### src/rtl/instr_encoder.sv
// ----------------------------------------------------------------------------
// instr_encoder
// Turns ALUOp-coded requests into 32-bit MIPS-style instruction words and
// writes them one per cycle into consecutive instruction-memory addresses.
//
// Optional build macro: INSTR_ENCODER_PAD_NOP_EN
//   When defined, every beq/j write is followed by three zero (nop) words.
//
// Ports
//   clk        in   sole clock, rising edge
//   reset      in   synchronous active-high reset
//   in_valid   in   request present
//   in_ready   out  request accepted when in_valid && in_ready at an edge
//   op         in   4-bit ALUOp code
//   rs/rt/rd   in   5-bit register fields
//   imm        in   16-bit I-type immediate
//   target     in   26-bit J-type target
//   mem_we     out  one-cycle write strobe
//   mem_addr   out  write word address (ADDR_W)
//   mem_wdata  out  encoded instruction word
//   count      out  words written since reset (ADDR_W+1)
//   full       out  no memory space remains
//   err        out  sticky illegal-op flag
// ----------------------------------------------------------------------------
module instr_encoder #(
    parameter int unsigned ADDR_W    = 8,
    parameter int unsigned BASE_ADDR = 0
) (
    input  logic              clk,
    input  logic              reset,
    input  logic              in_valid,
    output logic              in_ready,
    input  logic [3:0]        op,
    input  logic [4:0]        rs,
    input  logic [4:0]        rt,
    input  logic [4:0]        rd,
    input  logic [15:0]       imm,
    input  logic [25:0]       target,
    output logic              mem_we,
    output logic [ADDR_W-1:0] mem_addr,
    output logic [31:0]       mem_wdata,
    output logic [ADDR_W:0]   count,
    output logic              full,
    output logic              err
);

    localparam int unsigned CW = ADDR_W + 1;

`ifdef INSTR_ENCODER_PAD_NOP_EN
    localparam bit PAD_EN = 1'b1;
`else
    localparam bit PAD_EN = 1'b0;
`endif

    typedef enum logic {S_IDLE = 1'b0, S_PAD = 1'b1} state_t;

    state_t            r_state;
    state_t            w_state_nxt;
    logic [1:0]        r_pad_cnt;
    logic              r_mem_we;
    logic [ADDR_W-1:0] r_mem_addr;
    logic [31:0]       r_mem_wdata;
    logic [CW-1:0]     r_count;
    logic              r_err;

    logic              w_we_nxt;
    logic [ADDR_W-1:0] w_addr_nxt;
    logic [31:0]       w_wdata_nxt;
    logic [CW-1:0]     w_count_nxt;
    logic              w_err_nxt;
    logic [1:0]        w_pad_nxt;

    logic              w_full;
    logic              w_accept;
    logic              w_legal;
    logic              w_is_br;
    logic [ADDR_W-1:0] w_wr_addr;
    logic [31:0]       w_enc;

    // Sum never exceeds 2^ADDR_W because writes stop once it is reached
    assign w_full    = (CW'(BASE_ADDR) + r_count) == (CW'(1) << ADDR_W);
    assign in_ready  = (r_state == S_IDLE) && !w_full;
    assign w_accept  = in_valid && in_ready;
    assign w_legal   = (op <= 4'd12);
    assign w_is_br   = (op == 4'd9) || (op == 4'd10);
    assign w_wr_addr = ADDR_W'(BASE_ADDR) + r_count[ADDR_W-1:0];

    // Instruction word encoder
    always_comb begin
        w_enc = 32'h0000_0000;
        case (op)
            4'd1:  w_enc = {6'b000000, rs, rt, rd, 5'b0, 6'b100000};
            4'd2:  w_enc = {6'b000000, rs, rt, rd, 5'b0, 6'b100010};
            4'd3:  w_enc = {6'b000000, rs, rt, rd, 5'b0, 6'b100100};
            4'd4:  w_enc = {6'b000000, rs, rt, rd, 5'b0, 6'b100101};
            4'd5:  w_enc = {6'b000000, rs, rt, rd, 5'b0, 6'b011000};
            4'd6:  w_enc = {6'b000000, rs, rt, rd, 5'b0, 6'b100110};
            4'd7:  w_enc = {6'b000000, rs, rt, rd, 5'b0, 6'b100111};
            4'd8:  w_enc = {6'b000000, rs, rt, rd, 5'b0, 6'b101010};
            4'd9:  w_enc = {6'b000100, rs, rt, imm};
            4'd10: w_enc = {6'b000010, target};
            4'd11: w_enc = {6'b100011, rs, rt, imm};
            4'd12: w_enc = {6'b101011, rs, rt, imm};
            default: w_enc = 32'h0000_0000;
        endcase
    end

    // State register
    always_ff @(posedge clk) begin
        if (reset) begin
            r_state <= S_IDLE;
        end else begin
            r_state <= w_state_nxt;
        end
    end

    // Next-state logic
    always_comb begin
        w_state_nxt = r_state;
        case (r_state)
            S_IDLE: begin
                if (PAD_EN && w_accept && w_is_br) begin
                    w_state_nxt = S_PAD;
                end
            end
            S_PAD: begin
                // Leave after the last pad word, or immediately once full
                if (w_full || (r_pad_cnt == 2'd1)) begin
                    w_state_nxt = S_IDLE;
                end
            end
            default: w_state_nxt = S_IDLE;
        endcase
    end

    // Output / datapath next values
    always_comb begin
        w_we_nxt    = 1'b0;
        w_addr_nxt  = r_mem_addr;
        w_wdata_nxt = r_mem_wdata;
        w_count_nxt = r_count;
        w_err_nxt   = r_err;
        w_pad_nxt   = r_pad_cnt;
        case (r_state)
            S_IDLE: begin
                if (w_accept) begin
                    if (w_legal) begin
                        w_we_nxt    = 1'b1;
                        w_addr_nxt  = w_wr_addr;
                        w_wdata_nxt = w_enc;
                        w_count_nxt = r_count + CW'(1);
                        if (PAD_EN && w_is_br) begin
                            w_pad_nxt = 2'd3;
                        end
                    end else begin
                        w_err_nxt = 1'b1;
                    end
                end
            end
            S_PAD: begin
                if (!w_full) begin
                    w_we_nxt    = 1'b1;
                    w_addr_nxt  = w_wr_addr;
                    w_wdata_nxt = 32'h0000_0000;
                    w_count_nxt = r_count + CW'(1);
                    w_pad_nxt   = r_pad_cnt - 2'd1;
                end
            end
            default: ;
        endcase
    end

    // Datapath registers
    always_ff @(posedge clk) begin
        if (reset) begin
            r_mem_we    <= 1'b0;
            r_mem_addr  <= ADDR_W'(BASE_ADDR);
            r_mem_wdata <= 32'h0000_0000;
            r_count     <= '0;
            r_err       <= 1'b0;
            r_pad_cnt   <= 2'd0;
        end else begin
            r_mem_we    <= w_we_nxt;
            r_mem_addr  <= w_addr_nxt;
            r_mem_wdata <= w_wdata_nxt;
            r_count     <= w_count_nxt;
            r_err       <= w_err_nxt;
            r_pad_cnt   <= w_pad_nxt;
        end
    end

    assign mem_we    = r_mem_we;
    assign mem_addr  = r_mem_addr;
    assign mem_wdata = r_mem_wdata;
    assign count     = r_count;
    assign full      = w_full;
    assign err       = r_err;

endmodule

### config.mk
export PLATFORM = sky130hd
export DESIGN_NAME = instr_encoder
export DESIGN_NICKNAME = d
export VERILOG_FILES = /design/src/rtl/instr_encoder.sv
export SDC_FILE = /design/constraint.sdc
export NUM_CORES = 1
export LEC_CHECK = 0
export BUFFER_PORTS_ARGS = -buffer_cell sky130_fd_sc_hd__buf_2
export CAP_MARGIN = 30
export CORE_ASPECT_RATIO = 1.25
export CORE_MARGIN = 10
export CORE_UTILIZATION = 50
export CTS_BUF_LIST = sky130_fd_sc_hd__clkbuf_4 sky130_fd_sc_hd__clkbuf_8
export CTS_CLUSTER_SIZE = 8
export DETAILED_ROUTE_END_ITERATION = 12
export GPL_TIMING_DRIVEN = 0
export MAX_ROUTING_LAYER = met4
export PLACE_DENSITY = 0.92
export SLEW_MARGIN = 20
export SYNTH_ARGS = -nofsm -noshare
export SYNTH_HDL_FRONTEND = slang
export SYNTH_SLANG_ARGS = --single-unit
### constraint.sdc
create_clock -name clk -period 2.79 [get_ports clk]
set_input_delay 0.558 -clock clk [delete_from_list [all_inputs] [get_ports clk]]
set_output_delay 0.558 -clock clk [all_outputs]
set_load 0.03 [all_outputs]
==> results of run 1 <==
-- report_power, final --
| group | leakage [nW] | total, mW | switching (mW) | internal [mW] |
|---|---|---|---|---|
| sequential | 0.422 | 0.788 | 0.0185 | 0.769 |
| clock | 0.0445 | 0.450 | 0.271 | 0.179 |
| combinational | 1.04 | 0.319 | 0.201 | 0.117 |
-- worst min-delay path by stage --
stage,startpoint,endpoint,slack [ps]
5_1_grt,mem_wdata[29],mem_wdata[29],480
4_1_cts,mem_addr[3],mem_addr[3],460
2_1_floorplan,r_pad_cnt[1],r_pad_cnt[1],460
3_3_place_gp,mem_wdata[1],mem_wdata[1],440
3_5_place_dp,mem_wdata[12],mem_wdata[12],440
6_report,mem_addr[3],mem_addr[3],460
-- worst max-delay path: cells and delay by family (launching register included) --
kind	cells	cell delay (ps)
simple gates	3	1150
flops	1	370
buf+inv	1	220
-- area by class of cell --
cell class              count  area, µm²  share of cell area [%]
inverters                  18       67.6                    2.03
well taps                  62       77.6                    2.33
multi-input cells         219       1360                    41.0
flip-flops and latches     52       1040                    31.3
plain buffers              24        114                    3.43
clock inverters             3       21.3                   0.640
repair buffers            114        571                    17.2
clock buffers               5       68.8                    2.07
-- routing by layer --
metal | wire (µm) | global-route usage, %
met1 | 3130 | 19.4
met2 | 4290 | 33.9
met3 | 769 | 6.00
met4 | 128 | 5.42
met5 | 0 | -
-- logic make-up (layout without fill, tap and decap cells) --
kind of cell             after synthesis  count (layout)  share of synthesized area [%]
AO/OA/AOI/OAI                         98              98                           26.9
XOR/XNOR                               9               9                           3.06
adder cells (fa/ha/maj)                3               3                           1.46
buffers and inverters                 42             164                           7.03
flip-flops                            52              52                           40.3
multiplexers                           1               1                          0.388
other                                  1               1                          0.145
AND/OR/NAND/NOR                      107             107                           20.7
-- per-stage QoR --
step                      power [mW]  util, %  hold slack, ps  instances
after floorplan                 1.00        -             463        313
after global placement          1.11     64.0             438        489
after detailed placement        1.12     64.1             443        489
after CTS                       1.56     65.9             457        497
after global routing            1.62     65.9             481        497
final                           1.56     65.9             456        497
-- layout by cell type (no fill, tap or decap), types with 2 or more instances in the layout --
cell,count
buf_2,115
dfxtp_1,52
nand2_1,38
nor2_1,28
a22oi_1,19
a21oi_1,19
inv_1,18
o21ai_0,18
o2bb2ai_1,17
clkbuf_1,16
a22o_1,8
nor2b_1,6
a222oi_1,6
nand2b_1,5
nor3_1,5
xnor2_1,5
clkbuf_8,5
nor4_1,4
buf_4,4
nand4_1,4
xor2_1,4
nor3b_1,3
nand3b_1,3
nand3_1,3
ha_1,3
buf_1,2
a21o_1,2
and3b_1,2
-- state kept, by name (all words and copies together) (netlist names) --
name and flops:
r_pad_cnt 2, mem_addr 8, mem_wdata 30, count 9
r_state 1, mem_we 1, err 1
==> flow_summary.json, run 1 <==
{
  "status": "finished, final reports clean",
  "clock_sinks": 52,
  "yosys.area.top_type": "dfxtp_1",
  "pre_cts_ws_ps": 324,
  "netlist_instances": 313,
  "num-fill-cells": 438,
  "insertion_delay_ps": 310,
  "relSlewSlack_pct": 43.9,
  "rsz0062_at_grt": "no",
  "min_period_ps": 2610,
  "slowest_delay_ps": 560,
  "seq_area_frac_synth_pct": 40.3,
  "hold_class": "flop to flop",
  "grt_pass1_vias": 2976,
  "crit_end": "in_ready",
  "grt_usage_pct": 19.0,
  "via_per_inst": 5.73,
  "cts_buffers": 5,
  "antenna_found_initial": 0,
  "grt_max_degree": 18,
  "portBuffers": 114,
  "top_level_ports": 117,
  "rr_worst_depth": 8,
  "setup-violations-final": 0,
  "fin_tns_setup_ps": 0,
  "clock_skew_ps": 7.08,
  "path_class": "flop to output port",
  "crit_start": "count[4]",
  "drt-total-wl_um": 8320,
  "area_growth_pct": 28.8,
  "ys_seq_elements": 52,
  "postPlaceCellArea_mm2": 0.00323,
  "r2r_end": "mem_wdata[1]",
  "r2r-start": "count[0]",
  "ys.flop_type": "dfxtp_1",
  "synthTopCellsByArea": "dfxtp_1 40%, o2bb2ai_1 5.8%, a22oi_1 5.5%",
  "start_kind": "flop",
  "r2r_slack_ps": 370,
  "critPathSlowestCell": "or4_4",
  "ctsResizeCount": 0,
  "synth_edf_count": 0,
  "synth.avg_cell_area_um2": 8.24,
  "coreArea_mm2": 0.00504,
  "cts.hold.buffers_added": 0,
  "first_pass_iters": 6,
  "diodes": 0,
  "synth_common_cells": "52 x dfxtp_1, 38 x nand2_1, 28 x nor2_1",
  "fin_crit_sh_pct": 93.6,
  "p_leak_nw": 1.51,
  "cp_max_fo": 10,
  "drive_above_1_share_pct": 30.8,
  "crit_path_cell_trace": "or4_4, nor4_4, nor2_1, buf_2",
  "place.gp.congestion": 0.908,
  "finalInstanceArea_mm2": 0.00332,
  "yosysWarnings": 0,
  "drtIter0Drc": 174,
  "hold_violations": 0,
  "die_y_um": 100,
  "postCtsSetupBuffers": 0,
  "setup_ws_ps": 178,
  "grt.overflow.total": 0,
  "ys_types": 45,
  "vias": 2850,
  "drc": 0,
  "end_kind": "output port",
  "worstMarginPinSlew_ps": 836,
  "cts_tree": "done",
  "cap_violations": 0,
  "drv_slew": 0,
  "place_hpwl_um": 6410,
  "dieWidth_um": 84.3,
  "syn-num-nets": 380,
  "path_clk_slew_ps": 100,
  "async_flop_share_pct": 0,
  "cellPowerDensity_mw_per_mm2": 468,
  "clockBufferDepth": 2,
  "num_rows": 29,
  "grt_pass1_wl_um": 13300,
  "hold_depth": 2,
  "synth_top_area_share_pct": 40.3,
  "ir_drop_mv": 0.324,
  "cp.required_ps": 2230,
  "wire_per_inst_um": 16.7,
  "die-area_mm2": 0.00845,
  "cts_root_buf": "clkbuf_8",
  "fmax_ghz": 0.383,
  "postRouteAntennaNets": 0,
  "start_util_pct": 51.2,
  "layout.nets": 501,
  "yosysMostFrequentCell": "dfxtp_1",
  "syn_area_mm2": 0.00258,
  "cp.arrival_ps": 2050,
  "h-tree-depth": 2
}
Note: power is estimated with default switching activity, not from simulation.
==> inputs of run 2 (changes only) <==
Settings changed: PLACE_DENSITY 0.92 to 0.84.
==> run 2 against run 1 <==
Design area is 0.19% higher. Non-clock buffer count unchanged. Utilization increased by 0.12 points. Flip-flop and latch count unchanged. Fmax down 1.8%. Sequential share of layout area shrank 0.059 points. Combinational power is essentially flat. Critical endpoint unchanged.
==> flow_summary.json, run 2 (synthesis gave the netlist of run 1 again) <==
{
  "final_common_cell": "buf_2",
  "setup-violations-final": 0,
  "cellPowerDensity_mw_per_mm2": 469,
  "cts_buffers": 5,
  "layout.nets": 501,
  "p_leak_nw": 1.51,
  "cts_root_buf": "clkbuf_8",
  "die_y_um": 100,
  "cts.hold.buffers_added": 0,
  "status": "finished, final reports clean",
  "die-area_mm2": 0.00845,
  "busiest_layer": "met2",
  "fin_tns_setup_ps": 0,
  "min_period_ps": 2660,
  "wire_per_inst_um": 16.5,
  "worstHoldStart": "mem_wdata[1]",
  "clock_sinks": 52,
  "p_total_mw": 1.56,
  "fin_crit_sh_pct": 95.4,
  "crit_path_cell_trace": "or4_4, nor4_4, nor2_1, buf_2",
  "fmax_ghz": 0.376,
  "finalInstanceArea_mm2": 0.00333,
  "cp.arrival_ps": 2100,
  "start_util_pct": 51.2,
  "drt-total-wl_um": 8190,
  "place_hpwl_um": 6310,
  "ir_drop_mv": 0.345,
  "layout.cells.non_filler": 497,
  "placed_cells": 489,
  "clock_skew_ps": 10.9,
  "drtIter0Drc": 132,
  "path_clk_slew_ps": 90,
  "portBuffers": 114,
  "slowest_delay_ps": 570,
  "diodes": 0,
  "drv_slew": 0,
  "vias": 2785,
  "top_level_ports": 117,
  "drive_above_1_share_pct": 30.8,
  "cap_violations": 0,
  "end_kind": "output port",
  "rsz0062_at_grt": "no",
  "worstMarginPinSlew_ps": 877,
  "hold_class": "flop to flop",
  "path_class": "flop to output port",
  "critPathSlowestCell": "or4_4",
  "r2r_slack_ps": 380,
  "postPlaceCellArea_mm2": 0.00323,
  "largest_register_ffs": 30,
  "insertion_delay_ps": 310,
  "grtUsageMet3_pct": 6.08,
  "postCtsSetupBuffers": 0,
  "first_pass_iters": 5,
  "grt_max_degree": 19,
  "grtUsageMet1_pct": 20.1,
  "dieWidth_um": 84.3,
  "postRouteAntennaNets": 0,
  "fin_util_pct": 66.0,
  "ctsResizeCount": 0,
  "cp_max_fo": 10,
  "start_kind": "flop",
  "final_cell_mix": "115 x buf_2, 52 x dfxtp_1, 38 x nand2_1, 28 x nor2_1",
  "drc": 0,
  "grt.overflow.total": 0,
  "cts_tree": "done",
  "place.gp.congestion": 0.864,
  "grt_usage_pct": 18.8,
  "r2r-start": "count[0]",
  "cp.required_ps": 2230,
  "antenna_found_initial": 0,
  "num_rows": 29,
  "area_growth_pct": 29.0,
  "hold_violations": 0,
  "relSlewSlack_pct": 41.2,
  "clockBufferDepth": 2,
  "crit_start": "count[4]",
  "grt_pass1_vias": 2826,
  "use_met2_pct": 31.7,
  "coreArea_mm2": 0.00504,
  "grt_pass1_wl_um": 13100,
  "via_per_inst": 5.60,
  "h-tree-depth": 2
}
==> run 2: power breakdown <==
group | leakage (nW) | switching [mW] | internal (mW)
sequential | 0.422 | 0.0177 | 0.769
clock | 0.0463 | 0.271 | 0.185
combinational | 1.04 | 0.201 | 0.118
==> run 2: worst paths after layout <==
path,endpoint,cells after the start
worst max-delay path,in_ready,4
worst min-delay path,mem_wdata[1],2
worst max register to register,mem_wdata[29],8
worst min register to register,mem_wdata[1],2
==> run 2: per-stage QoR <==
step | hold WS [ps] | setup slack, ps
3_3_place_gp | 439 | 257
4_1_cts | 459 | 173
6_report | 456 | 128
2_1_floorplan | 463 | 317
5_1_grt | 485 | 46.4
3_5_place_dp | 441 | 307
==> run 2: layer usage <==
layer,vias to the layer above,wire (µm)
met3,20,781
met1,1286,3210
met4,0,181
met2,118,4020
li1,1361,-
met5,-,0
==> run 2: area by class of cell <==
type                    count  area, µm²
plain buffers              24        114
clock buffers               5       68.8
clock inverters             3       27.5
fillers                   450       1710
inverters                  18       67.6
multi-input cells         219       1360
flip-flops and latches     52       1040
well taps                  62       77.6
repair buffers            114        571
==> run 2: worst max-delay path, delay by kind of cell, from the launching register on <==
family,cells,cell delay (ps)
flops,1,390
simple gates,3,1190
buf+inv,1,220
==> inputs of run 3 (changes only) <==
Settings changed: ABC_CLOCK_PERIOD_IN_PS set to 2790, CORE_UTILIZATION 50 to 29, PLACE_DENSITY 0.84 to not set.
==> run 3 against run 2 <==
Fmax grew 2.2%. Non-clock buffer count unchanged. Sequential power about the same. Setup slack improved by 56 ps. Final cell count up 12%. Power rose by 1.1%. Clock power grew 3%.
==> flow_summary.json, run 3 (synthesis gave the netlist of run 1 again) <==
{
  "status": "finished, final reports clean",
  "layout.nets": 501,
  "path_clk_slew_ps": 90,
  "grt_usage_pct": 13.5,
  "cts_buffers": 5,
  "drive_above_1_share_pct": 30.8,
  "wl_met1_um": 3810,
  "clkPwrFrac_pct": 29.6,
  "grt_pass1_vias": 2901,
  "layout.cells.non_filler": 555,
  "cts_root_buf": "clkbuf_8",
  "fin_tns_setup_ps": 0,
  "cp.required_ps": 2230,
  "antenna_found_initial": 0,
  "cellPowerDensity_mw_per_mm2": 463,
  "cts.hold.buffers_added": 0,
  "place.gp.congestion": 0.867,
  "clockBufferDepth": 2,
  "place_hpwl_um": 7060,
  "fin_hold_ws_ps": 454,
  "insertion_delay_ps": 310,
  "postPlaceCellArea_mm2": 0.00331,
  "sw_frac_of_total_pct": 30.3,
  "start_util_pct": 29.7,
  "cts_tree": "done",
  "first_pass_iters": 4,
  "end_kind": "output port",
  "fin_util_pct": 39.1,
  "vias": 2773,
  "drc": 0,
  "relSlewSlack_pct": 42.1,
  "min_period_ps": 2610,
  "slowest_delay_ps": 560,
  "hold_class": "flop to flop",
  "top_level_ports": 117,
  "hold_violations": 0,
  "diodes": 0,
  "portBuffers": 114,
  "postRouteAntennaNets": 0,
  "start_kind": "flop",
  "drv_slew": 0,
  "grt.overflow.total": 0,
  "setup-violations-final": 0,
  "grt_max_degree": 16,
  "critPathSlowestCell": "or4_4",
  "drt-total-wl_um": 8970,
  "pre_cts_ws_ps": 253,
  "wire_per_inst_um": 16.2,
  "cp.arrival_ps": 2050,
  "p_total_mw": 1.58,
  "p_leak_nw": 1.51,
  "placed_cells": 547,
  "cpLargestDelayFamily": "simple AND/OR/NAND/NOR gates",
  "worstMarginPinSlew_ps": 864,
  "ctsResizeCount": 0,
  "crit_path_cell_trace": "or4_4, nor4_4, nor2_1, buf_2",
  "finalInstanceArea_mm2": 0.00340,
  "h-tree-depth": 2,
  "p_int_mw": 1.10,
  "final_cell_mix": "115 x buf_2, 52 x dfxtp_1, 38 x nand2_1, 28 x nor2_1",
  "fin_crit_sh_pct": 93.4,
  "fmax_ghz": 0.384,
  "drtIter0Drc": 198,
  "via_per_inst": 5.00,
  "rsz0062_at_grt": "no",
  "setup_ws_ps": 185,
  "die-area_mm2": 0.0131,
  "wl_met2_um": 4420,
  "final_common_cell": "buf_2",
  "num_rows": 38,
  "grt_pass1_wl_um": 14400,
  "dieWidth_um": 104,
  "clock_sinks": 52,
  "path_class": "flop to output port",
  "ir_drop_mv": 0.197,
  "clock_skew_ps": 10.7,
  "critPathBufInv": 1,
  "wl_met3_um": 670,
  "num-fill-cells": 906,
  "cp_max_fo": 10,
  "p_switching_mw": 0.478,
  "die_y_um": 125,
  "top_layer_used": "met4",
  "coreArea_mm2": 0.00870,
  "pwr-share-comb_pct": 20.4,
  "cap_violations": 0,
  "seq_power_share_pct": 50.0,
  "postCtsSetupBuffers": 0,
  "largest_register_ffs": 30,
  "area_growth_pct": 31.9
}
==> run 3: cell count changes in the layout (fill, tap and decap cells not counted) <==
cell and delta:
clkbuf_4 +1, inv_8 -1, clkbuf_8 +1, clkinv_4 -1
==> run 3: path summary, 6_finish.rpt <==
check,startpoint,slack (ps),to,cells past startpoint
min,mem_addr[5],450,mem_addr[5],2
max reg2reg,count[0],420,mem_wdata[1],8
max,count[4],180,in_ready,4
min reg2reg,mem_addr[5],450,mem_addr[5],2
==> run 3: layout make-up <==
type | instances | area, µm² | share of cell area, %
well taps | 120 | 150 | 4.41
flip-flops and latches | 52 | 1040 | 30.6
clock inverters | 1 | 7.51 | 0.221
multi-input cells | 219 | 1360 | 40.0
repair buffers | 114 | 571 | 16.8
inverters | 18 | 67.6 | 1.99
plain buffers | 24 | 114 | 3.35
clock buffers | 7 | 90.1 | 2.65
==> run 3: worst min-delay path, cell delays in order, from the launching register on <==
cell	delay, ps
dfxtp_1	320
nand2_1	50
a21oi_1	50
==> run 3: routing by layer <==
metal,up-vias,track usage [%]
met5,-,-
met4,0,2.30
met3,8,4.32
met2,99,23.3
met1,1305,14.9
li1,1361,-
==> run 3: power by group through the flow <==
| stage | registers [mW] | logic, mW | clock network (mW) |
|---|---|---|---|
| floorplan | 0.857 | 0.144 | 0 |
| global placement | 0.804 | 0.319 | 0 |
| detailed placement | 0.804 | 0.325 | 0 |
| CTS | 0.788 | 0.325 | 0.482 |
| global route | 0.792 | 0.356 | 0.512 |
| finish | 0.788 | 0.322 | 0.467 |
